<file path="src/rtl/mem_pkg.sv">
// Shared types and defaults for the MEM stage controller.
// Exports DEF_XLEN, DEF_TIMEOUT_CYCLES and the mem_state_t FSM encoding.
package mem_pkg;

   localparam int DEF_XLEN           = 64;
   localparam int DEF_TIMEOUT_CYCLES = 255;

   typedef enum logic [1:0] {
      IDLE,
      REQ,
      WAIT,
      DONE
   } mem_state_t;

endpackage

</file>
<file path="src/rtl/mem_wb_reg.sv">
// MEM/WB pipeline register with load and bubble controls.
// Ports: clk, reset, i_load (1=load, 0=bubble), i_* MEM-side fields, o_* WB-side fields.
module mem_wb_reg
   import mem_pkg::*;
#(
   parameter int XLEN = DEF_XLEN
) (
   input  logic            clk,
   input  logic            reset,
   input  logic            i_load,
   input  logic [XLEN-1:0] i_rdata,
   input  logic [XLEN-1:0] i_alu,
   input  logic [4:0]      i_rd,
   input  logic            i_memtoreg,
   input  logic            i_regwrite,
   output logic [XLEN-1:0] o_rdata,
   output logic [XLEN-1:0] o_alu,
   output logic [4:0]      o_rd,
   output logic            o_memtoreg,
   output logic            o_regwrite
);

   logic [XLEN-1:0] r_rdata;
   logic [XLEN-1:0] r_alu;
   logic [4:0]      r_rd;
   logic            r_memtoreg;
   logic            r_regwrite;

   // Bubble clears only the write-enable style controls; data fields hold.
   always_ff @(posedge clk or posedge reset) begin
      if (reset) begin
         r_rdata    <= '0;
         r_alu      <= '0;
         r_rd       <= '0;
         r_memtoreg <= 1'b0;
         r_regwrite <= 1'b0;
      end else if (i_load) begin
         r_rdata    <= i_rdata;
         r_alu      <= i_alu;
         r_rd       <= i_rd;
         r_memtoreg <= i_memtoreg;
         r_regwrite <= i_regwrite;
      end else begin
         r_memtoreg <= 1'b0;
         r_regwrite <= 1'b0;
      end
   end

   assign o_rdata    = r_rdata;
   assign o_alu      = r_alu;
   assign o_rd       = r_rd;
   assign o_memtoreg = r_memtoreg;
   assign o_regwrite = r_regwrite;

endmodule

</file>
<file path="src/rtl/mem_stage_ctrl.sv">
// MEM-stage controller: issues dmem valid/ready requests, stalls upstream, feeds MEM/WB.
// Ports: MEM_* from EX/MEM, dmem_req_*/dmem_resp_*, mem_stall, mem_pcsrc, mem_err, WB_*.
// Optional macro MEM_TIMEOUT_EN adds TIMEOUT_CYCLES abort with a mem_err pulse.
module mem_stage_ctrl
   import mem_pkg::*;
#(
   parameter int XLEN = DEF_XLEN
`ifdef MEM_TIMEOUT_EN
   , parameter int TIMEOUT_CYCLES = DEF_TIMEOUT_CYCLES
`endif
) (
   input  logic            clk,
   input  logic            reset,
   input  logic [XLEN-1:0] MEM_PC,
   input  logic [XLEN-1:0] MEM_ALUResult,
   input  logic [XLEN-1:0] MEM_ReadData2,
   input  logic [4:0]      MEM_Rd,
   input  logic            MEM_MemtoReg,
   input  logic            MEM_RegWrite,
   input  logic            MEM_MemRead,
   input  logic            MEM_MemWrite,
   input  logic            MEM_Branch,
   input  logic            MEM_Zero,
   output logic            dmem_req_valid,
   output logic            dmem_req_we,
   output logic [XLEN-1:0] dmem_req_addr,
   output logic [XLEN-1:0] dmem_req_wdata,
   input  logic            dmem_req_ready,
   input  logic            dmem_resp_valid,
   input  logic [XLEN-1:0] dmem_resp_rdata,
   output logic            mem_stall,
   output logic            mem_pcsrc,
   output logic            mem_err,
   output logic [XLEN-1:0] WB_ReadData,
   output logic [XLEN-1:0] WB_ALUResult,
   output logic [4:0]      WB_Rd,
   output logic            WB_MemtoReg,
   output logic            WB_RegWrite
);

   mem_state_t      r_state;
   logic            r_req_valid;
   logic            r_we;
   logic [XLEN-1:0] r_addr;
   logic [XLEN-1:0] r_wdata;
   logic [XLEN-1:0] r_rdata;

   logic            w_memop;
   logic            w_tmo;
   logic            w_done;
   logic [XLEN-1:0] w_wb_rdata;
   logic            w_wb_regwrite;
   logic            w_unused;

   // The PC travels with the instruction but nothing in this stage needs it.
   assign w_unused = ^MEM_PC;

   assign w_memop = MEM_MemRead | MEM_MemWrite;
   assign w_done  = (r_state == DONE);

`ifdef MEM_TIMEOUT_EN
   localparam int CW = $clog2(TIMEOUT_CYCLES + 1);

   logic [CW-1:0] r_cnt;
   logic          r_tmo;
   logic          r_err;
   logic          w_tmo_hit;

   // Last REQ/WAIT cycle: the counter reaches TIMEOUT_CYCLES at this edge.
   assign w_tmo_hit = (r_cnt == CW'(TIMEOUT_CYCLES - 1));
   assign w_tmo     = r_tmo;
   assign mem_err   = r_err;
`else
   assign w_tmo     = 1'b0;
   assign mem_err   = 1'b0;
`endif

   always_ff @(posedge clk or posedge reset) begin
      if (reset) begin
         r_state     <= IDLE;
         r_req_valid <= 1'b0;
         r_we        <= 1'b0;
         r_addr      <= '0;
         r_wdata     <= '0;
         r_rdata     <= '0;
`ifdef MEM_TIMEOUT_EN
         r_cnt       <= '0;
         r_tmo       <= 1'b0;
         r_err       <= 1'b0;
`endif
      end else begin
`ifdef MEM_TIMEOUT_EN
         r_err <= 1'b0;
         if (r_state == REQ || r_state == WAIT) begin
            r_cnt <= r_cnt + CW'(1);
         end
`endif
         unique case (r_state)
            IDLE: begin
               if (w_memop) begin
                  r_addr      <= MEM_ALUResult;
                  r_wdata     <= MEM_ReadData2;
                  r_we        <= MEM_MemWrite;
                  r_rdata     <= '0;
                  r_req_valid <= 1'b1;
                  r_state     <= REQ;
`ifdef MEM_TIMEOUT_EN
                  r_cnt       <= '0;
                  r_tmo       <= 1'b0;
`endif
               end
            end
            REQ: begin
`ifdef MEM_TIMEOUT_EN
               if (w_tmo_hit) begin
                  r_req_valid <= 1'b0;
                  r_tmo       <= 1'b1;
                  r_err       <= 1'b1;
                  r_state     <= DONE;
               end else
`endif
               if (dmem_req_ready) begin
                  r_req_valid <= 1'b0;
                  // Writes are posted; only reads wait for a response.
                  r_state     <= r_we ? DONE : WAIT;
               end
            end
            WAIT: begin
`ifdef MEM_TIMEOUT_EN
               if (w_tmo_hit) begin
                  r_tmo   <= 1'b1;
                  r_err   <= 1'b1;
                  r_state <= DONE;
               end else
`endif
               if (dmem_resp_valid) begin
                  r_rdata <= dmem_resp_rdata;
                  r_state <= DONE;
               end
            end
            DONE: begin
               r_state <= IDLE;
            end
         endcase
      end
   end

   assign dmem_req_valid = r_req_valid;
   assign dmem_req_we    = r_we;
   assign dmem_req_addr  = r_addr;
   assign dmem_req_wdata = r_wdata;

   assign mem_stall = ~reset & (((r_state == IDLE) & w_memop)
                               | (r_state == REQ)
                               | (r_state == WAIT));

   assign mem_pcsrc = MEM_Branch & MEM_Zero;

   // Read data reaches WB only for a completed, non-aborted load.
   assign w_wb_rdata    = (w_done & ~r_we & ~w_tmo) ? r_rdata : '0;
   assign w_wb_regwrite = MEM_RegWrite & ~(w_done & w_tmo);

   mem_wb_reg #(
      .XLEN (XLEN)
   ) u_mem_wb_reg (
      .clk        (clk),
      .reset      (reset),
      .i_load     (~mem_stall),
      .i_rdata    (w_wb_rdata),
      .i_alu      (MEM_ALUResult),
      .i_rd       (MEM_Rd),
      .i_memtoreg (MEM_MemtoReg),
      .i_regwrite (w_wb_regwrite),
      .o_rdata    (WB_ReadData),
      .o_alu      (WB_ALUResult),
      .o_rd       (WB_Rd),
      .o_memtoreg (WB_MemtoReg),
      .o_regwrite (WB_RegWrite)
   );

endmodule

</file>
<file path="config.mk">
export PLATFORM = sky130hd
export DESIGN_NAME = mem_stage_ctrl
export DESIGN_NICKNAME = d
export VERILOG_FILES = /design/src/rtl/mem_pkg.sv /design/src/rtl/mem_wb_reg.sv /design/src/rtl/mem_stage_ctrl.sv
export SDC_FILE = /design/constraint.sdc
export NUM_CORES = 1
export LEC_CHECK = 0
export CORE_AREA = 3 3 208 210
export DETAILED_ROUTE_END_ITERATION = 8
export DIE_AREA = 0 0 211 213
export SYNTH_ARGS = -nofsm -noshare
export SYNTH_HDL_FRONTEND = slang
export SYNTH_SLANG_ARGS = --single-unit
</file>
<file path="constraint.sdc">
create_clock -name clk -period 11 [get_ports clk]
set_clock_uncertainty 0.15 [all_clocks]
set_input_delay 2.2 -clock clk [delete_from_list [all_inputs] [get_ports clk]]
set_output_delay 2.2 -clock clk [all_outputs]
set_load 0.03 [all_outputs]
</file>
; ---- Word-level counts from Yosys, hierarchy flattened
; Index checks and enable logic that the tools add are counted.
; W data, S select, Z words.
[totals]
register_bits = 331
in_bits = 271
out_inout_bits = 268
wordCells = 47
[classes]
eq_ne = 6
mux = 14
bitwise = 9
reduce_logical = 7
[op_table]
columns = cell, n
row1 = $mux W64, 3
row2 = $pmux W64 S2, 1
row3 = $reduce_and A3 Y1, 3
row4 = $pmux W2 S4, 1
row5 = $mux W2, 3
row6 = $ne A2 B2 Y1 const B, 3
row7 = $mux W1, 5
row8 = $and A1 B1 Y1, 4
row9 = $eq A2 B2 Y1 const B, 2
row10 = $reduce_bool A2 Y1, 2
row11 = $or A1 B1 Y1, 3
row12 = $eq A2 B1 Y1 const B, 1
row13 = $logic_not A2 Y1, 1
row14 = $not A1 Y1, 2
row15 = $pmux W1 S2, 1
row16 = $reduce_and A2 Y1, 1

; ---- Logic depth before layout (Yosys ltp)
; Gate-level depths: netlist of the first run.
[depth]
word_depth = 6
mapped_depth = 8
depth_no_buf = 5

; ---- Cells and area by module
; Synthesis of the first run repeated with hierarchy kept, for this count alone.
[hier_totals]
hier_cells = 811
area_unflattened_um2 = 13020.0
[by_module_without_submodules]
columns = mod, instances, cells_each, area_each_um2, seq_area_each_um2
row1 = mem_stage_ctrl, 1, 525, 7828.8, 4904.7
row2 = mem_wb_reg, 1, 286, 5191.2, 3378.2

; ---- Least setup slack after synthesis of the first run
; OpenSTA, ideal clock, no wires.
[synth_path]
path_type = input-to-output
startpoint = input MEM_MemWrite
endpoint = output mem_stall
t_arrival_ns = 2.904
t_required_ns = 8.650
path_slack_ns = 5.746
stages = 4
n_path_buf = 2
cell_sequence = o21ai_1 a21oi_1 buf_2 buf_2
[synth_via]
elab_chain_cells = 5
[synth_rtl]
columns = element, line_no
row1 = "start, declared", mem_stage_ctrl.sv:21  ; input logic MEM_MemWrite,
row2 = $or A1 B1 Y1, mem_stage_ctrl.sv:58  ; assign w_memop = MEM_MemRead | MEM_MemWrite;
row3 = $and A1 B1 Y1, mem_stage_ctrl.sv:153  ; assign mem_stall = ~reset & (((r_state == IDLE) & w_memop)
row4 = $or A1 B1 Y1, mem_stage_ctrl.sv:154  ; | (r_state == REQ)
row5 = $or A1 B1 Y1, mem_stage_ctrl.sv:155  ; | (r_state == WAIT));
row6 = $and A1 B1 Y1, mem_stage_ctrl.sv:153
row7 = "end, declared", mem_stage_ctrl.sv:31  ; output logic mem_stall,
; Every way passes these cells.

; ---- Worst setup path in the final report of the first run
; Same ends and word-level chain as after synthesis.

==> impl_metrics.tcl, run 1 <==
set metrics [dict create \
    drtAntennaViolNets 0 \
    yosysTopAreaCellShare 0.651 \
    r2r-start "r_state[0]" \
    hold_path.class "reg -> reg" \
    ys_seq_area_frac 0.651 \
    cts-root-buf "clkbuf_16" \
    place_hpwl_um 25600 \
    critical_path.max_stage_delay_ns 0.63 \
    h-tree-depth 2 \
    drc 0 \
    layout-drive-gt1-share 0.148 \
    cts_resized 0 \
    seq_area_um2 8280 \
    tns_ns 0 \
    final_nets 1617 \
    area_growth_pct 51.1 \
    yosys_warnings 0 \
    cts_tree "yes" \
    synth_seq_cells 331 \
    core_area_um2 41800 \
    gp_congestion 0.776 \
    syn_nets 1145 \
    final_area_um2 19200 \
    syn_avg_cell_area_um2 14.6 \
    clock_sinks 331 \
    whs_path_depth 1 \
    reg2reg_slack_ns 7.65 \
    num_vias 8513 \
    fp-row-count 75 \
    io_pins 539 \
    synthFlopType "dfrtp_1" \
    tightest_slew_ns 1.06 \
    rr_endpoint "dmem_req_addr[47]" \
    p_leak_uw 0.00810 \
    path_class "in -> out" \
    switchingPower_uw 2220 \
    swShare 0.380 \
    async_flop_share 1.00 \
    cts_buffer_depth 3 \
    initial_core_util 0.304 \
    ctsHoldBuffers 0 \
    rsz0062_at_grt "false" \
    first_global_vias 9122 \
    viasPerCell 4.46 \
    cp_common_cell "clkdlybuf4s50_1" \
    path_cells "clkdlybuf4s50_1 > o21ai_4 > buf_4 > a21oi_4 > clkdlybuf4s50_1" \
    worst_path_max_delay_cell "clkdlybuf4s50_1" \
    die_area_um2 44900 \
    fmax_ghz 0.151 \
    startpoint_type "input port" \
    synthMostInstantiatedCell "dfrtp_1" \
    netlist_instances 869 \
    die_width_um 211 \
    path_max_fanout 56 \
    yosys.area.top_type "dfrtp_1" \
    drt_iter0_markers 375 \
    p_per_area_nw_per_um2 303 \
    multi_input_area_um2 3930 \
    firstDrtPassIters 4 \
    ys_top_cells_by_area "dfrtp_1, mux2_2, mux2_1" \
    slew_headroom 0.293 \
    grt_overflow 0 \
    synth_cell_types 27 \
    min_to "u_mem_wb_reg.o_alu[40]" \
    setup_violations 0 \
    place_ws_ns 4.31 \
    pwr-share-comb 0.463 \
    post-route-util 0.460 \
    postCtsSetupBuffers 0 \
    outcome "finished clean" \
    internal_power_uw 3610 \
    synth_edf_count 0 \
    grt_pass1_wl_um 54800 \
    crit_arrival_ns 4.27 \
    rr_worst_depth 6 \
    insertion_delay_ns 0.53 \
    cp.required_ns 8.65 \
    portBuffers 473 \
    wl_per_cell_um 19.1 \
    grtUsageTotal 0.158 \
    antenna_found_initial 0 \
    ir_drop_v 0.000437 \
    finalCriticalPeriod_ns 6.62 \
    nFillCells 3769 \
    dpl_cell_area_um2 18000 \
    end_kind "output pin" \
    numCtsBuffers 38 \
    period_share 0.602 \
    pwr-share-seq 0.322 \
    drv_slew 0 \
    die_h_um 213 \
    p_clk_frac 0.215 \
    min-delay-start "u_mem_wb_reg.o_alu[40]" \
    drv_cap 0 \
    report.final.hold_viol_count 0 \
    syn-cell-area_um2 12700 \
    clk_pin_slew_worst_paths_ns 0.05 \
    grt_max_degree 157 \
    synth_common_cells "dfrtp_1, mux2_2, mux2_1, nand2_1, inv_1" \
    fin_ws_ns 4.38 \
    routed_wl_um 36400 \
]
==> metrics by stage <==
stage               power [uW]  cells  hold slack, ns
global route              6130   1906           0.348
CTS                       5920   1906           0.343
global placement          4610   1840           0.323
detailed placement        4640   1840           0.330
finish                    5830   1907           0.334
floorplan                 3500    869           0.323
==> cell families after synthesis <==
| family | count (synthesis) | share of synthesized area |
|---|---|---|
| DFF | 331 | 0.651 |
| muxes | 262 | 0.226 |
| buffers and inverters | 117 | 0.0430 |
| and+or+nand+nor | 81 | 0.0261 |
| AOI/OAI and AO/OA | 72 | 0.0485 |
| adders and majority gates | 5 | 0.00492 |
| other | 1 | 0.000295 |
==> power by group through the flow <==
stage	combinational, uW	sequential (uW)	clock (uW)
global placement	2730	1880	0
CTS	2740	1880	1300
detailed placement	2740	1900	0
floorplan	860	2640	0
finish	2700	1880	1250
global route	2840	1940	1350
==> worst max-delay path: cells and delay by family <==
family	cells	cell delay, ns
compound gates	2	0.30
buf+inv	3	1.74
==> flip-flops by register name (all words and copies together) (netlist names) <==
| name | cells |
|---|---|
| dmem_req_we | 1 |
| dmem_req_addr | 64 |
| u_mem_wb_reg.o_rdata | 64 |
| dmem_req_valid | 1 |
| u_mem_wb_reg.o_alu | 64 |
| u_mem_wb_reg.o_memtoreg | 1 |
| u_mem_wb_reg.o_regwrite | 1 |
| u_mem_wb_reg.o_rd | 5 |
| r_state | 2 |
| r_rdata | 64 |
| dmem_req_wdata | 64 |
==> cells in the final DEF (no fill, tap or decap), types with 2 or more instances in the layout <==
cell             count
clkbuf_8            10
buf_4                7
a22o_1              64
clkinvlp_4           2
dfrtp_1            331
nand2_1             70
ha_1                 5
mux2_1              70
buf_12               2
clkinv_2             5
bufinv_16            2
mux2i_1             64
clkdlybuf4s50_1    473
nor2b_1              2
nand2b_1             2
inv_1               66
mux2_2             128
clkbuf_16           39
clkbuf_1             8
==> how the worst max path moves through the flow <==
| stage | startpoint | end | slack (ns) | cells past startpoint |
|---|---|---|---|---|
| 2_1_floorplan | reset | dmem_req_addr[0] | 4.23 | 1 |
| 3_3_place_gp | MEM_MemWrite | mem_stall | 4.32 | 5 |
| 3_5_place_dp | MEM_MemWrite | mem_stall | 4.31 | 5 |
| 4_1_cts | MEM_MemWrite | mem_stall | 4.31 | 5 |
| 5_1_grt | MEM_MemWrite | mem_stall | 4.23 | 5 |
| 6_report | MEM_MemWrite | mem_stall | 4.38 | 5 |
==> routing by layer <==
layer / part of all wire / track usage
met2: 0.49 / 0.268
met4: 0.022 / 0.0469
met3: 0.083 / 0.0589
met5: 0 / 0
met1: 0.40 / 0.188
==> final cells by class <==
cell class	instances	share of cell area
clock buffers	57	0.0595
repair buffers	482	0.251
well taps	539	0.0351
clock inverters	9	0.00528
diodes	1	0.000130
inverters	67	0.0133
flip-flops and latches	331	0.431
multi-input cells	421	0.204
Power figures use the tool's default switching activity.
==> run 2, diff against run 1 <==
==> constraint.sdc (replaced) <==
create_clock -name clk -period 5.4 [get_ports clk]
set_clock_uncertainty 0.15 [all_clocks]
set_input_delay 1.08 -clock clk [delete_from_list [all_inputs] [get_ports clk]]
set_output_delay 1.08 -clock clk [all_outputs]
set_load 0.03 [all_outputs]
==> run 2 against run 1 <==
Effect of this change:
- final cell count rose by 0.10%
- register-to-register slack got worse by 5.5 ns
- design area fell by 0.24%
- non-clock buffer count rose by 5
- utilization fell by 0.11 points
- global-route usage rose by 0.11 points
==> impl_metrics.tcl, run 2 (synthesis gave the netlist of run 1 again) <==
set metrics [dict create \
    outcome "finished clean" \
    clock_sinks 331 \
    fin_ws_ns 1.51 \
    firstDrtPassIters 4 \
    grt_max_degree 136 \
    rr_worst_depth 6 \
    cp_common_cell "clkdlybuf4s50_1" \
    worst_path_max_delay_cell "clkdlybuf4s50_1" \
    critical_path.max_stage_delay_ns 0.73 \
    min-delay-start "u_mem_wb_reg.o_alu[27]" \
    cts_buffer_depth 3 \
    ctsHoldBuffers 0 \
    io_pins 539 \
    h-tree-depth 2 \
    core_area_um2 41800 \
    slew_headroom 0.296 \
    die_width_um 211 \
    drv_cap 0 \
    finalCriticalPeriod_ns 3.89 \
    reg2reg_slack_ns 2.15 \
    cts_resized 0 \
    cp.required_ns 4.17 \
    p_leak_uw 0.00807 \
    clk_pin_slew_worst_paths_ns 0.06 \
    tightest_slew_ns 1.06 \
    gp_congestion 0.778 \
    ir_drop_v 0.000367 \
    crit_arrival_ns 2.66 \
    drtAntennaViolNets 0 \
    routed_wl_um 36800 \
    drv_slew 0 \
    period_share 0.720 \
    layout_common_cells "clkdlybuf4s50_1, dfrtp_1, mux2_2" \
    r2r-start "r_state[0]" \
    min_to "u_mem_wb_reg.o_alu[27]" \
    fin_hold_ws_ns 0.337 \
    fp-row-count 75 \
    end_kind "output pin" \
    antenna_found_initial 1 \
    viasPerCell 4.51 \
    die_h_um 213 \
    num_vias 8602 \
    portBuffers 473 \
    path_class "in -> out" \
    p_per_area_nw_per_um2 613 \
    whs_path_depth 1 \
    wl_per_cell_um 19.3 \
    path_max_fanout 5 \
    insertion_delay_ns 0.54 \
    layout-drive-gt1-share 0.147 \
    fmax_ghz 0.257 \
    numCtsBuffers 37 \
    hold_path.class "reg -> reg" \
    die_area_um2 44900 \
    drc 0 \
    cts-root-buf "clkbuf_16" \
    rr_endpoint "dmem_req_addr[43]" \
    startpoint_type "input port" \
    grt_overflow 0 \
    path_cells "clkdlybuf4s50_1 > o21ai_4 > a21oi_4 > clkdlybuf4s50_1" \
    cts_tree "yes" \
    drt_iter0_markers 394 \
    rsz0062_at_grt "false" \
    final_common_cell "clkdlybuf4s50_1" \
    grt_pass1_wl_um 55200 \
    setup_violations 0 \
    place_ws_ns 1.17 \
    area_growth_pct 50.7 \
    grtUsageTotal 0.159 \
    postCtsSetupBuffers 0 \
    report.final.hold_viol_count 0 \
    place_hpwl_um 26000 \
    cp-startpoint "MEM_MemWrite" \
    tns_ns 0 \
    final_nets 1621 \
    first_global_vias 9011 \
    initial_core_util 0.304 \
]
[run 2: worst max-delay path by stage]
stage,to,depth (start not counted)
finish,mem_stall,4
global route,mem_stall,4
CTS,mem_stall,4
detailed placement,dmem_req_addr[43],5
global placement,dmem_req_wdata[55],5
floorplan,dmem_req_addr[0],1
[run 2: final cells by class]
cell class                      instances  area (um^2)
Clock buffer                           54         1050
Tap cell                              539          674
Timing Repair Buffer                  487         4880
Sequential cell                       331         8280
Antenna cell                            1         2.50
Multi-Input combinational cell        421         3930
Fill cell                            3799        22600
Clock inverter                          9         98.8
Inverter                               67          255
[run 2: per-layer routing]
| metal | GRT usage | vias up | part of all wire |
|---|---|---|---|
| met3 | 0.0535 | 57 | 0.078 |
| met1 | 0.194 | 4317 | 0.40 |
| met5 | 0 | - | 0 |
| met2 | 0.267 | 298 | 0.49 |
| li1 | - | 3930 | - |
| met4 | 0.0540 | 0 | 0.030 |
[run 2: worst max-delay path, delay by kind of cell]
kind | cells | cell delay [ns]
buffers and inverters | 2 | 1.31
AO/OA/AOI/OAI | 2 | 0.27
[run 2: stage by stage]
step,util,power (uW),instance area [um^2],instances
finish,0.459,11800,19200,1909
global route,0.459,12300,19200,1909
CTS,0.459,11900,19200,1908
floorplan,-,7120,12700,869
global placement,0.431,9380,18000,1845
detailed placement,0.431,9460,18000,1845
[run 2: where the power goes]
group | total, uW | leakage [uW] | internal, uW | switching, uW
clock | 2410 | 0.000560 | 1400 | 1010
sequential | 3840 | 0.00413 | 3390 | 451
combinational | 5510 | 0.00338 | 2430 | 3080
